### src/rtl/wav_ahb_pkg.sv
// wav_ahb_pkg: AHB-Lite encodings and master FSM states
// shared by the wav AHB master and its bench
package wav_ahb_pkg;

  localparam logic [1:0] HTRANS_IDLE   = 2'b00;
  localparam logic [1:0] HTRANS_NONSEQ = 2'b10;

  localparam logic [1:0] HRESP_OKAY    = 2'b00;
  localparam logic [1:0] HRESP_ERROR   = 2'b01;

  localparam logic [2:0] HSIZE_WORD    = 3'b010;
  localparam logic [2:0] HBURST_SINGLE = 3'b000;

  typedef enum logic [1:0] {
    ST_IDLE,
    ST_ADDR,
    ST_DATA
  } ahb_state_t;

endpackage

### src/rtl/wav_ahb_master.sv
// wav_ahb_master: single-outstanding AHB-Lite initiator
// word-sized SINGLE transfers, all outputs registered
module wav_ahb_master
  import wav_ahb_pkg::*;
#(
  parameter int AWIDTH   = 32,
  parameter int DWIDTH   = 32,
  parameter int TOUT_CYC = 255
) (
  input  logic              i_hclk,
  input  logic              i_hreset,
  input  logic              i_req,
  input  logic              i_write,
  input  logic [AWIDTH-1:0] i_addr,
  input  logic [DWIDTH-1:0] i_wdata,
  output logic              o_busy,
  output logic              o_ack,
  output logic [DWIDTH-1:0] o_rdata,
  output logic              o_error,
  output logic              o_timeout,
  output logic [AWIDTH-1:0] o_haddr,
  output logic              o_hwrite,
  output logic [1:0]        o_htrans,
  output logic [2:0]        o_hsize,
  output logic [2:0]        o_hburst,
  output logic [DWIDTH-1:0] o_hwdata,
  input  logic              i_hready,
  input  logic [DWIDTH-1:0] i_hrdata,
  input  logic [1:0]        i_hresp
);

  localparam int CW = $clog2(TOUT_CYC + 1);
  localparam logic [CW-1:0] TLAST =
    CW'(TOUT_CYC - 1);

  ahb_state_t        state;
  logic [CW-1:0]     wcnt;
  logic [DWIDTH-1:0] wdata_q;

  assign o_hsize  = HSIZE_WORD;
  assign o_hburst = HBURST_SINGLE;

  // transfer FSM; haddr/hwrite double as the
  // captured request so later i_* changes are inert
  always_ff @(posedge i_hclk or negedge i_hreset) begin
    if (!i_hreset) begin
      state     <= ST_IDLE;
      wcnt      <= '0;
      wdata_q   <= '0;
      o_busy    <= 1'b0;
      o_ack     <= 1'b0;
      o_rdata   <= '0;
      o_error   <= 1'b0;
      o_timeout <= 1'b0;
      o_haddr   <= '0;
      o_hwrite  <= 1'b0;
      o_htrans  <= HTRANS_IDLE;
      o_hwdata  <= '0;
    end else begin
      o_ack   <= 1'b0;
      o_error <= 1'b0;
      o_rdata <= '0;
      unique case (state)
        ST_IDLE: begin
          if (i_req) begin
            o_haddr  <= i_addr;
            o_hwrite <= i_write;
            wdata_q  <= i_wdata;
            o_busy   <= 1'b1;
            o_htrans <= HTRANS_NONSEQ;
            state    <= ST_ADDR;
          end
        end
        ST_ADDR: begin
          if (i_hready) begin
            o_htrans <= HTRANS_IDLE;
            o_hwdata <= wdata_q;
            wcnt     <= '0;
            state    <= ST_DATA;
          end
        end
        ST_DATA: begin
          if (i_hready) begin
            o_ack    <= 1'b1;
            o_error  <= (i_hresp == HRESP_ERROR);
            o_rdata  <= o_hwrite ? '0 : i_hrdata;
            o_busy   <= 1'b0;
            o_hwdata <= '0;
            state    <= ST_IDLE;
          end else if (wcnt == TLAST) begin
            o_ack     <= 1'b1;
            o_error   <= 1'b1;
            o_timeout <= 1'b1;
            o_busy    <= 1'b0;
            o_hwdata  <= '0;
            state     <= ST_IDLE;
          end else begin
            wcnt <= wcnt + 1'b1;
          end
        end
        default: state <= ST_IDLE;
      endcase
    end
  end

endmodule
### config.mk
export PLATFORM = sky130hd
export DESIGN_NAME = wav_ahb_master
export DESIGN_NICKNAME = d
export VERILOG_FILES = /design/src/rtl/wav_ahb_pkg.sv /design/src/rtl/wav_ahb_master.sv
export SDC_FILE = /design/constraint.sdc
export NUM_CORES = 1
export LEC_CHECK = 0
export CORE_UTILIZATION = 43
export DETAILED_ROUTE_END_ITERATION = 7
export GPL_ROUTABILITY_DRIVEN = 0
export PLACE_DENSITY = 0.79
export SLEW_MARGIN = 40
export SYNTH_ARGS = -nofsm -noshare
export SYNTH_HDL_FRONTEND = slang
export SYNTH_SLANG_ARGS = --single-unit
### constraint.sdc
create_clock -name i_hclk -period 2.4 [get_ports i_hclk]
set_clock_uncertainty 0.2 [all_clocks]
set_input_delay 0.48 -clock i_hclk [delete_from_list [all_inputs] [get_ports i_hclk]]
set_output_delay 0.48 -clock i_hclk [all_outputs]
set_load 0.005 [all_outputs]
**After elaboration in Yosys (flattened, before gate mapping)**

Index checks and enable logic that the tools add are counted.

- Word-level logic and storage cells: 62
- Flip-flop bits (word level): 145

- Reductions and logical operators: 11
- Muxes and demuxes: 28
- Bitwise gates (word level): 1
- Add/subtract/negate cells: 1
- Eq/ne operators: 9

Operators with widths:

| operator | number |
|---|---|
| $mux W32 | 6 |
| $pmux W32 S2 | 1 |
| $mux W8 | 3 |
| $pmux W8 S2 | 1 |
| $reduce_and A3 Y1 | 5 |
| $mux W2 | 6 |
| $add A8 B1 Y8 const B | 1 |
| $eq A8 B8 Y1 const B | 1 |
| $mux W1 | 8 |
| $ne A2 B2 Y1 const B | 4 |
| $pmux W2 S3 | 1 |
| $reduce_bool A2 Y1 | 3 |
| $eq A2 B1 Y1 const B | 2 |
| $pmux W2 S2 | 1 |
| $reduce_and A4 Y1 | 1 |
| $ne A3 B3 Y1 const B | 1 |
| $eq A2 B2 Y1 const B | 1 |
| $logic_not A2 Y1 | 1 |
| $pmux W1 S2 | 1 |
| $reduce_and A2 Y1 | 1 |
| $not A1 Y1 | 1 |

**Logic depth before layout (Yosys ltp)**

Gate-level depths: netlist (run 1).

- Depth after elaboration: 4
- Mapped depth: 7

**Least setup slack after synthesis (run 1)**

OpenSTA, ideal clock, no wires.

- Path kind: register to register
- Start: reg wcnt[0]
- End: reg o_hwdata[1]
- Library setup time: 0.066 ns
- Slack: 0.465 ns
- Data required time: 2.134 ns
- Period minus slack after synthesis: 1.935 ns
- Arrival: 1.668 ns
- Stages on the path, launching flop included: 8
- Path through: dfrtp_1 -> inv_1 -> ha_1 -> and3_1 -> and2_1 -> a22oi_2 -> buf_2 -> a22o_1

- Word-level cells in the longest chain between the ends: 3

RTL lines:

| element | line | RTL |
|---|---|---|
| from (decl) | wav_ahb_master.sv:37 | `logic [CW-1:0] wcnt;` |
| from (signal assigned) | wav_ahb_master.sv:98 | `wcnt <= wcnt + 1'b1;` |
| $eq A8 B8 Y1 | wav_ahb_master.sv:90 | `end else if (wcnt == TLAST) begin` |
| $ne A3 B3 Y1 (no line) | - |  |
| $reduce_and A3 Y1 (no line) | - |  |
| to (signal assigned) | wav_ahb_master.sv:77 | `o_hwdata <= wdata_q;` |
| to (decl) | wav_ahb_master.sv:26 | `output logic [DWIDTH-1:0] o_hwdata,` |

Every way passes these cells.
A chain may end at the register's enable or synchronous reset.

**Worst setup path after layout (run 1)**

- Start: reg wcnt[0]
- End: reg o_hwdata[7]

Same word-level chain as after synthesis.

==> out/qor.csv, run 1 <==
stage;metric;value;unit
die;core;12100;sq um
power_and_ir_drop;p_comb_share;28.9;%
global_routing;grt_pass1_wl;20.0;mm
synthesis;synth_top_family_by_area;multiplexers;
synthesis;ys_warn_count;0;
timing;setup_viol;0;
global_routing;first_global_vias;3926;
placed_design;port-buffer-count;204;
timing;fin_tns_setup;0;ns
clock_tree;path_clk_slew;0.06;ns
global_routing;grt_overflow;0;
routing;vias;3670;
clock_tree;root_buffer;clkbuf_16;
setup_path;critPathArrivalTime;2.42;ns
layout;drive_gt1_share;19.7;%
timing;rsz0062_at_grt;no;
synthesis;synth.top_cell.area_share;67.3;%
clock_tree;cts_resized;0;
power_and_ir_drop;clkPwrFrac;30.5;%
synthesis;muxShareOfSynthArea;14.2;%
setup_path;crit_path_top_delay_cell;dfrtp_1;
synthesis;synth_top_cell_by_area;dfrtp_1;
setup_path;critPathRequiredTime;2.54;ns
clock_tree;clock_path_buffers;2;
global_routing;antenna_found_initial;0;
timing;worst_pin_slew;0.526;ns
synthesis;seq_area_frac_synth;67.3;%
die;io_pins;212;
layout;multi_input_area;1640;sq um
clock_tree;post-cts-setup-buffer-count;0;
power_and_ir_drop;p_per_area;1120;nW/um^2
timing;clock.fmax;0.438;GHz
synthesis;synth_compound_area_share;8.06;%
routing;routed_wl;12.5;mm
layout;antenna_cells;0;
routing;drt-initial-drc-count;180;
timing;final.period_utilization;95.1;%
outcome;status;completed;
synthesis;synth.cell_area;5350;sq um
synthesis;synthCells;358;
power_and_ir_drop;ir_worst_vdd;0.687;mV
timing;relSlewSlack;64.9;%
global_routing;track_usage;20.5;%
die;die_y;114;microns
clock_tree;clock_sinks;144;
synthesis;ys_top_cells_by_area;dfrtp_1 67%, mux2_2 14%, a22o_1 5.2%;
clock_tree;clk_latency;0.41;ns
synthesis;synth_cell_types;35;
clock_tree;ctsHtreeMaxLevel;4;
hold_path;hp-class;reg2reg;
clock_tree;cts_tree;yes;
layout;final_nets;677;
die;start_util;44.4;%
routing;wl_per_cell;16.6;microns
routing;ant_nets;0;
routing;drt-pass1-iter-count;4;
setup_path;worstSetupEndpointType;flip-flop;
job;drv_cap;0;
layout;area_delta_synth_final;54.8;%
placed_design;dpl.cell_count;720;
timing;drv_slew;0;
placed_design;hpwl;8.55;mm
power_and_ir_drop;seqPwrFrac;40.6;%
layout;final_area;8280;sq um
power_and_ir_drop;p_sw_share;24.6;%
layout;fill_cells;867;
placed_design;dpl_cell_area;7620;sq um
die;chipWidth;114;microns
synthesis;synth_fa_ha_area_share;0.468;%
timing;final-hold-violation-count;0;
setup_path;cp-start-kind;flip-flop;
setup_path;cpPeakStageDelay;0.44;ns
die;rows;40;
die;die_area;12900;sq um
setup_path;crit_chain;inv_1, ha_1, and3_1, and2_1, a22oi_2, buf_4, a22o_1;
power_and_ir_drop;p_switching;2.28;mW
routing;drc;0;
synthesis;synthSimpleGateAreaFrac;6.64;%
layout;seq_area;3600;sq um
clock_tree;holdBufCountCts;1;
setup_path;critPathKind;reg2reg;
clock_tree;cts_buffers;17;
synthesis;syn_avg_cell_area;15.0;sq um
synthesis;synth-seq-cells;144;
power_and_ir_drop;p_int;6.98;mW
synthesis;synth_xor_area_share;0.491;%
global_routing;grt_max_degree;56;
timing;fin_crit;2.28;ns
routing;viasPerCell;4.87;
setup_path;worstPathMaxFanout;32;
layout;stdcell_count;753;
power_and_ir_drop;leakage;3.57;nW
-- state kept, by name, indices dropped and copies added, names as in the netlist --
name and flops:
o_timeout 1, state 2, o_haddr 32, wcnt 8, o_hwdata 32, o_busy 1
o_htrans 1, wdata_q 32, o_rdata 32, o_hwrite 1, o_error 1, o_ack 1
-- cells in the mapped netlist (all sizes together) --
master and n:
dfrtp 144, nor2 6, a21o 2, buf 18
a31oi 1, nand3 2, nand2b 3, and2 33
xnor2 3, nor4b 1, ha 2, nand3b 1
nor3 1, mux2i 3, a2111oi 2, o21ai 3
nor3b 1, nor2b 1, a311oi 2, or2 1
o21bai 1, nand2 7, inv 3, clkbuf 6
a22o 32, and4 1, a21oi 8, conb 2
or3b 1, a22oi 1, and3 1, mux2 65
-- final timing paths --
check / from / end / slack, ns / depth (start not counted)
min reg2reg: o_busy$_DFFE_PN0P_ / o_busy$_DFFE_PN0P_ / 0.28 / 1
min: o_busy$_DFFE_PN0P_ / o_busy$_DFFE_PN0P_ / 0.28 / 1
max in group asynchronous: i_hreset / o_haddr[1]$_DFFE_PN0P_ / 0.91 / 3
max reg2reg: wcnt[0]$_DFFE_PN0P_ / o_hwdata[7]$_DFFE_PN0P_ / 0.12 / 7
max: wcnt[0]$_DFFE_PN0P_ / o_hwdata[7]$_DFFE_PN0P_ / 0.12 / 7
min in group asynchronous: i_hreset / o_hwdata[13]$_DFFE_PN0P_ / 0.43 / 2
-- power by group through the flow --
stage | combinational (mW) | sequential (mW) | clock, mW
after global routing | 2.86 | 3.88 | 3.00
after CTS | 2.72 | 3.77 | 2.89
after floorplan | 1.03 | 3.75 | 0
after detailed placement | 2.70 | 3.80 | 0
after global placement | 2.63 | 3.74 | 0
final | 2.68 | 3.76 | 2.83
-- kinds of logic after synthesis --
group           after synthesis
flops                       144
mux                          68
simple gates                 60
compound gates               52
buf+inv                      27
xor+xnor                      3
fa+ha+maj                     2
other cells                   2
-- layer usage --
layer  share of wire, %  track usage (%)  routed length [microns]
met1                 41             23.3                     5060
met2                 49             33.6                     6170
met3                8.6             8.93                     1070
met4                1.4             8.86                      173
met5                  0                0                        0
-- placed cells by master, fill, tap and decap left out, types with 5 or more instances in the layout --
| cell type | instances |
|---|---|
| and2_1 | 33 |
| buf_4 | 5 |
| nor2_1 | 5 |
| mux2_2 | 65 |
| conb_1 | 7 |
| clkdlybuf4s50_1 | 203 |
| clkbuf_16 | 17 |
| dfrtp_1 | 144 |
| nand2_1 | 7 |
| clkbuf_8 | 5 |
| a21oi_1 | 8 |
| a22o_1 | 32 |
-- stage by stage --
stage	hold WS, ns	setup slack [ns]	util (%)	power [mW]
5_1_grt	0.303	0.00874	68.7	9.75
6_report	0.283	0.118	68.7	9.26
3_3_place_gp	0.263	0.0978	63.2	6.37
3_5_place_dp	0.275	0.0590	63.2	6.49
4_1_cts	0.288	0.114	68.7	9.37
2_1_floorplan	-0.0156	0.465	-	4.79
-- worst max-delay path: cells and delay by family, from the launching register on --
| family | cells | cell delay, ns |
|---|---|---|
| flops | 1 | 0.44 |
| simple gates | 2 | 0.51 |
| compound gates | 2 | 0.42 |
| buf+inv | 2 | 0.45 |
| fa+ha+maj | 1 | 0.19 |
-- cell type report --
class	count	area share, %
flip-flops and latches	144	43.5
clock buffers	22	5.97
clock inverters	10	1.87
well taps	168	2.54
multi-input cells	192	19.8
inverters	3	0.136
repair buffers	214	26.2
Note: power is estimated with default switching activity, not from simulation.
==> inputs of run 2 (changes only) <==
Settings changed: ABC_AREA set to 1, CORE_UTILIZATION 43 to 44, PLACE_DENSITY 0.79 to 0.8.
==> run 2 against run 1 <==
  * Clock power decreased by 13%
  * Largest cell class unchanged
  * Final area is 1.3% higher
  * Register-to-register slack better by 0.33 ns
  * Non-clock buffer count down 1
  * Synthesized cell count rose by 35%
  * Count of clock-buffer cells in the layout is 3 lower
  * Critical endpoint is now o_hwrite
==> out/qor.csv, run 2 <==
stage;metric;value;unit;change
setup_path;path_delay_family;buffers and inverters;;was simple AND/OR/NAND/NOR gates
synthesis;synth.most_common_cell;dfrtp_1;;unchanged
clock_tree;clock_path_buffers;2;;unchanged
setup_path;cpPeakStageDelay;0.54;ns;was 0.44 ns
clock_tree;clock_sinks;144;;unchanged
clock_tree;root_buffer;clkbuf_16;;unchanged
layout;area_delta_synth_final;48.1;%;was 54.8%
layout;fill_cells;981;;was 867
die;chipWidth;115;microns;was 114 microns
power_and_ir_drop;p_comb_share;35.1;%;was 28.9%
timing;fin_tns_setup;0;ns;unchanged
routing;viasPerCell;4.67;;was 4.87
timing;whs;0.276;ns;was 0.283 ns
power_and_ir_drop;p_per_area;1150;nW/um^2;was 1120 nW/um^2
layout;layout_commonest_cell;clkdlybuf4s50_1;;unchanged
clock_tree;cts_resized;0;;unchanged
synthesis;syn_avg_cell_area;11.8;sq um;was 15.0 sq um
setup_path;critPathRequiredTime;1.72;ns;was 2.54 ns
timing;drv_slew;0;;unchanged
hold_path;holdPathStages;2;;was 1
synthesis;ys_warn_count;0;;unchanged
synthesis;synth-edff-count;0;;unchanged
synthesis;synth-seq-cells;144;;unchanged
synthesis;synth.top_cell.area_share;63.6;%;was 67.3%
clock_tree;post-cts-setup-buffer-count;0;;unchanged
synthesis;async_reset_ff_share;100;%;unchanged
routing;routed_wl;12.9;mm;was 12.5 mm
power_and_ir_drop;p_sw_share;29.7;%;was 24.6%
die;start_util;45.1;%;was 44.4%
layout;final_nets;796;;was 677
clock_tree;clk_latency;0.41;ns;about the same
setup_path;reg2reg_from;state[0]$_DFFE_PN0P_;;was wcnt[0]$_DFFE_PN0P_
timing;final-hold-violation-count;0;;unchanged
hold_path;hold_start;o_timeout$_DFFE_PN0P_;;was o_busy$_DFFE_PN0P_
global_routing;grt_pass1_wl;20.4;mm;was 20.0 mm
global_routing;antenna_found_initial;0;;unchanged
global_routing;grt_overflow;0;;unchanged
routing;ant_nets;0;;unchanged
setup_path;worstPathMaxFanout;3;;was 32
hold_path;worstHoldEndpoint;o_timeout$_DFFE_PN0P_;;was o_busy$_DFFE_PN0P_
timing;fin_crit;2.02;ns;was 2.28 ns
layout;antenna_cells;0;;unchanged
placed_design;hpwl;9.08;mm;was 8.55 mm
timing;rsz0062_at_grt;no;;unchanged
synthesis;synth_cell_types;29;;was 35
clock_tree;ctsHtreeMaxLevel;4;;unchanged
synthesis;synth_top_cell_by_area;dfrtp_1;;unchanged
job;drv_cap;0;;unchanged
setup_path;critPathKind;reg2out;;was reg2reg
global_routing;first_global_vias;4157;;was 3926
placed_design;port-buffer-count;204;;unchanged
synthesis;synth.cell_area;5670;sq um;was 5350 sq um
layout;drive_gt1_share;17.5;%;was 19.7%
setup_path;crit_path_top_delay_cell;clkdlybuf4s50_1;;was dfrtp_1
die;io_pins;212;;unchanged
layout;layout_common_cells;203 x clkdlybuf4s50_1, 144 x dfrtp_1, 95 x nand2_1, 65 x mux2_2, 40 x inv_1;;was 203 x clkdlybuf4s50_1, 144 x dfrtp_1, 65 x mux2_2, 33 x and2_1, 32 x a22o_1
global_routing;track_usage;20.6;%;was 20.5%
clock_tree;cts_buffers;17;;unchanged
routing;drc;0;;unchanged
timing;clock.fmax;0.496;GHz;was 0.438 GHz
routing;drt-initial-drc-count;216;;was 180
synthesis;synth_ff_type;dfrtp_1;;unchanged
power_and_ir_drop;seqPwrFrac;39.4;%;was 40.6%
power_and_ir_drop;p_switching;2.86;mW;was 2.28 mW
synthesis;seq_area_frac_synth;63.6;%;was 67.3%
setup_path;worstSetupEndpointType;primary output;;was flip-flop
hold_path;hp-class;reg2reg;;unchanged
setup_path;ff2ff_path_depth;6;;was 7
routing;vias;4095;;was 3670
power_and_ir_drop;p_int;6.78;mW;was 6.98 mW
setup_path;r2r_slack;0.45;ns;was 0.12 ns
clock_tree;cts_tree;yes;;unchanged
routing;drt-pass1-iter-count;4;;unchanged
timing;final.period_utilization;84.1;%;was 95.1%
die;rows;41;;was 40
die;core;12600;sq um;was 12100 sq um
setup_path;r2r_end;wcnt[7]$_DFFE_PN0P_;;was o_hwdata[7]$_DFFE_PN0P_
timing;setup_viol;0;;unchanged
power_and_ir_drop;clkPwrFrac;25.5;%;was 30.5%
setup_path;critPathBufInv;1;;was 2
layout;multi_input_area;1700;sq um;was 1640 sq um
die;die_area;13300;sq um;was 12900 sq um
global_routing;grt_max_degree;65;;was 56
outcome;status;completed;;unchanged
setup_path;critPathArrivalTime;1.34;ns;was 2.42 ns
synthesis;ys_top_cells_by_area;dfrtp_1 64%, mux2_2 13%, nand2_1 6.3%;;was dfrtp_1 67%, mux2_2 14%, a22o_1 5.2%
setup_path;crit_chain;clkdlybuf4s50_1;;was inv_1, ha_1, and3_1, and2_1, a22oi_2, buf_4, a22o_1
power_and_ir_drop;leakage;3.85;nW;was 3.57 nW
die;die_y;115;microns;was 114 microns
synthesis;synth_common_cells;144 x dfrtp_1, 95 x nand2_1, 65 x mux2_2;;was 144 x dfrtp_1, 65 x mux2_2, 33 x and2_1
power_and_ir_drop;ir_worst_vdd;0.623;mV;was 0.687 mV
routing;wl_per_cell;14.7;microns;was 16.6 microns
clock_tree;path_clk_slew;0.06;ns;about the same
layout;seq_area;3600;sq um;unchanged
setup_path;cp-start-kind;flip-flop;;unchanged
synthesis;synthCells;482;;was 358
## run 2: cell types whose count changed in the layout (fill, tap and decap cells not counted), moves of 4 or more
cell      before  now
clkbuf_8       5    1
and2_1        33    0
nor2_2         1    6
a22o_1        32    0
nand2_1        7   95
inv_1          2   40
nor2_1         5   34
o21ai_1        0   32
nand3_1        2   11
a21oi_1        8    0
## run 2: metal layers
layer | GRT usage [%] | vias up | share of wire (%)
li1 | - | 1944 | -
met1 | 22.9 | 1970 | 38
met2 | 35.0 | 165 | 51
met3 | 8.37 | 16 | 9.5
met4 | 8.48 | 0 | 1.5
met5 | 0 | - | 0
## run 2: kinds of logic (layout without fill, tap and decap cells)
| logic type | count (synthesis) | in the layout | synth area share, % |
|---|---|---|---|
| XOR/XNOR | 1 | 1 | 0.155 |
| AO/OA/AOI/OAI | 41 | 41 | 3.89 |
| adder cells (fa/ha/maj) | 2 | 2 | 0.442 |
| flip-flops | 144 | 144 | 63.6 |
| other | 2 | 7 | 0.133 |
| buffers and inverters | 70 | 287 | 6.82 |
| AND/OR/NAND/NOR | 157 | 157 | 12.1 |
| multiplexers | 65 | 65 | 12.9 |
## run 2: how the worst max path moves through the flow
stage	from	end	cells past startpoint
after floorplan	wcnt[0]$_DFFE_PN0P_	o_hwdata[23]$_DFFE_PN0P_	10
after global placement	i_hready	wcnt[7]$_DFFE_PN0P_	6
after detailed placement	i_hready	wcnt[5]$_DFFE_PN0P_	5
after CTS	o_hwrite$_DFFE_PN0P_	o_hwrite	1
after global routing	wcnt[0]$_DFFE_PN0P_	wcnt[5]$_DFFE_PN0P_	7
final	o_hwrite$_DFFE_PN0P_	o_hwrite	1
## run 2: area by class of cell
type                            instances  area share (%)
Sequential cell                       144            42.9
Multi-Input combinational cell        273            20.3
Inverter                               42            1.91
Tap cell                              172            2.56
Timing Repair Buffer                  213            25.6
Clock buffer                           19            5.28
Clock inverter                         13            1.37
## run 2: repair_timing
item / 4_1_cts / 5_1_grt
hold buffers: 1 / 0
endpoints found under the hold margin: 46 / 0
endpoints found under the setup margin: 0 / 0
## run 2: power groups by stage
stage / Sequential (mW) / Clock (mW) / Combinational (mW)
3_5_place_dp: 3.84 / 0 / 3.43
6_report: 3.80 / 2.45 / 3.39
2_1_floorplan: 3.82 / 0 / 1.77
4_1_cts: 3.81 / 2.51 / 3.45
3_3_place_gp: 3.78 / 0 / 3.33
5_1_grt: 3.91 / 2.60 / 3.73
## run 2: per-stage QoR
step | util [%] | cells | instance area, sq um | setup WS [ns] | power, mW
6_report | 66.8 | 876 | 8390 | 0.382 | 9.64
5_1_grt | 66.8 | 876 | 8390 | 0.275 | 10.2
4_1_cts | 66.8 | 876 | 8390 | 0.352 | 9.77
3_5_place_dp | 62.2 | 843 | 7820 | 0.120 | 7.27
3_3_place_gp | 62.2 | 843 | 7820 | 0.243 | 7.12
2_1_floorplan | - | 487 | 5690 | 0.776 | 5.59
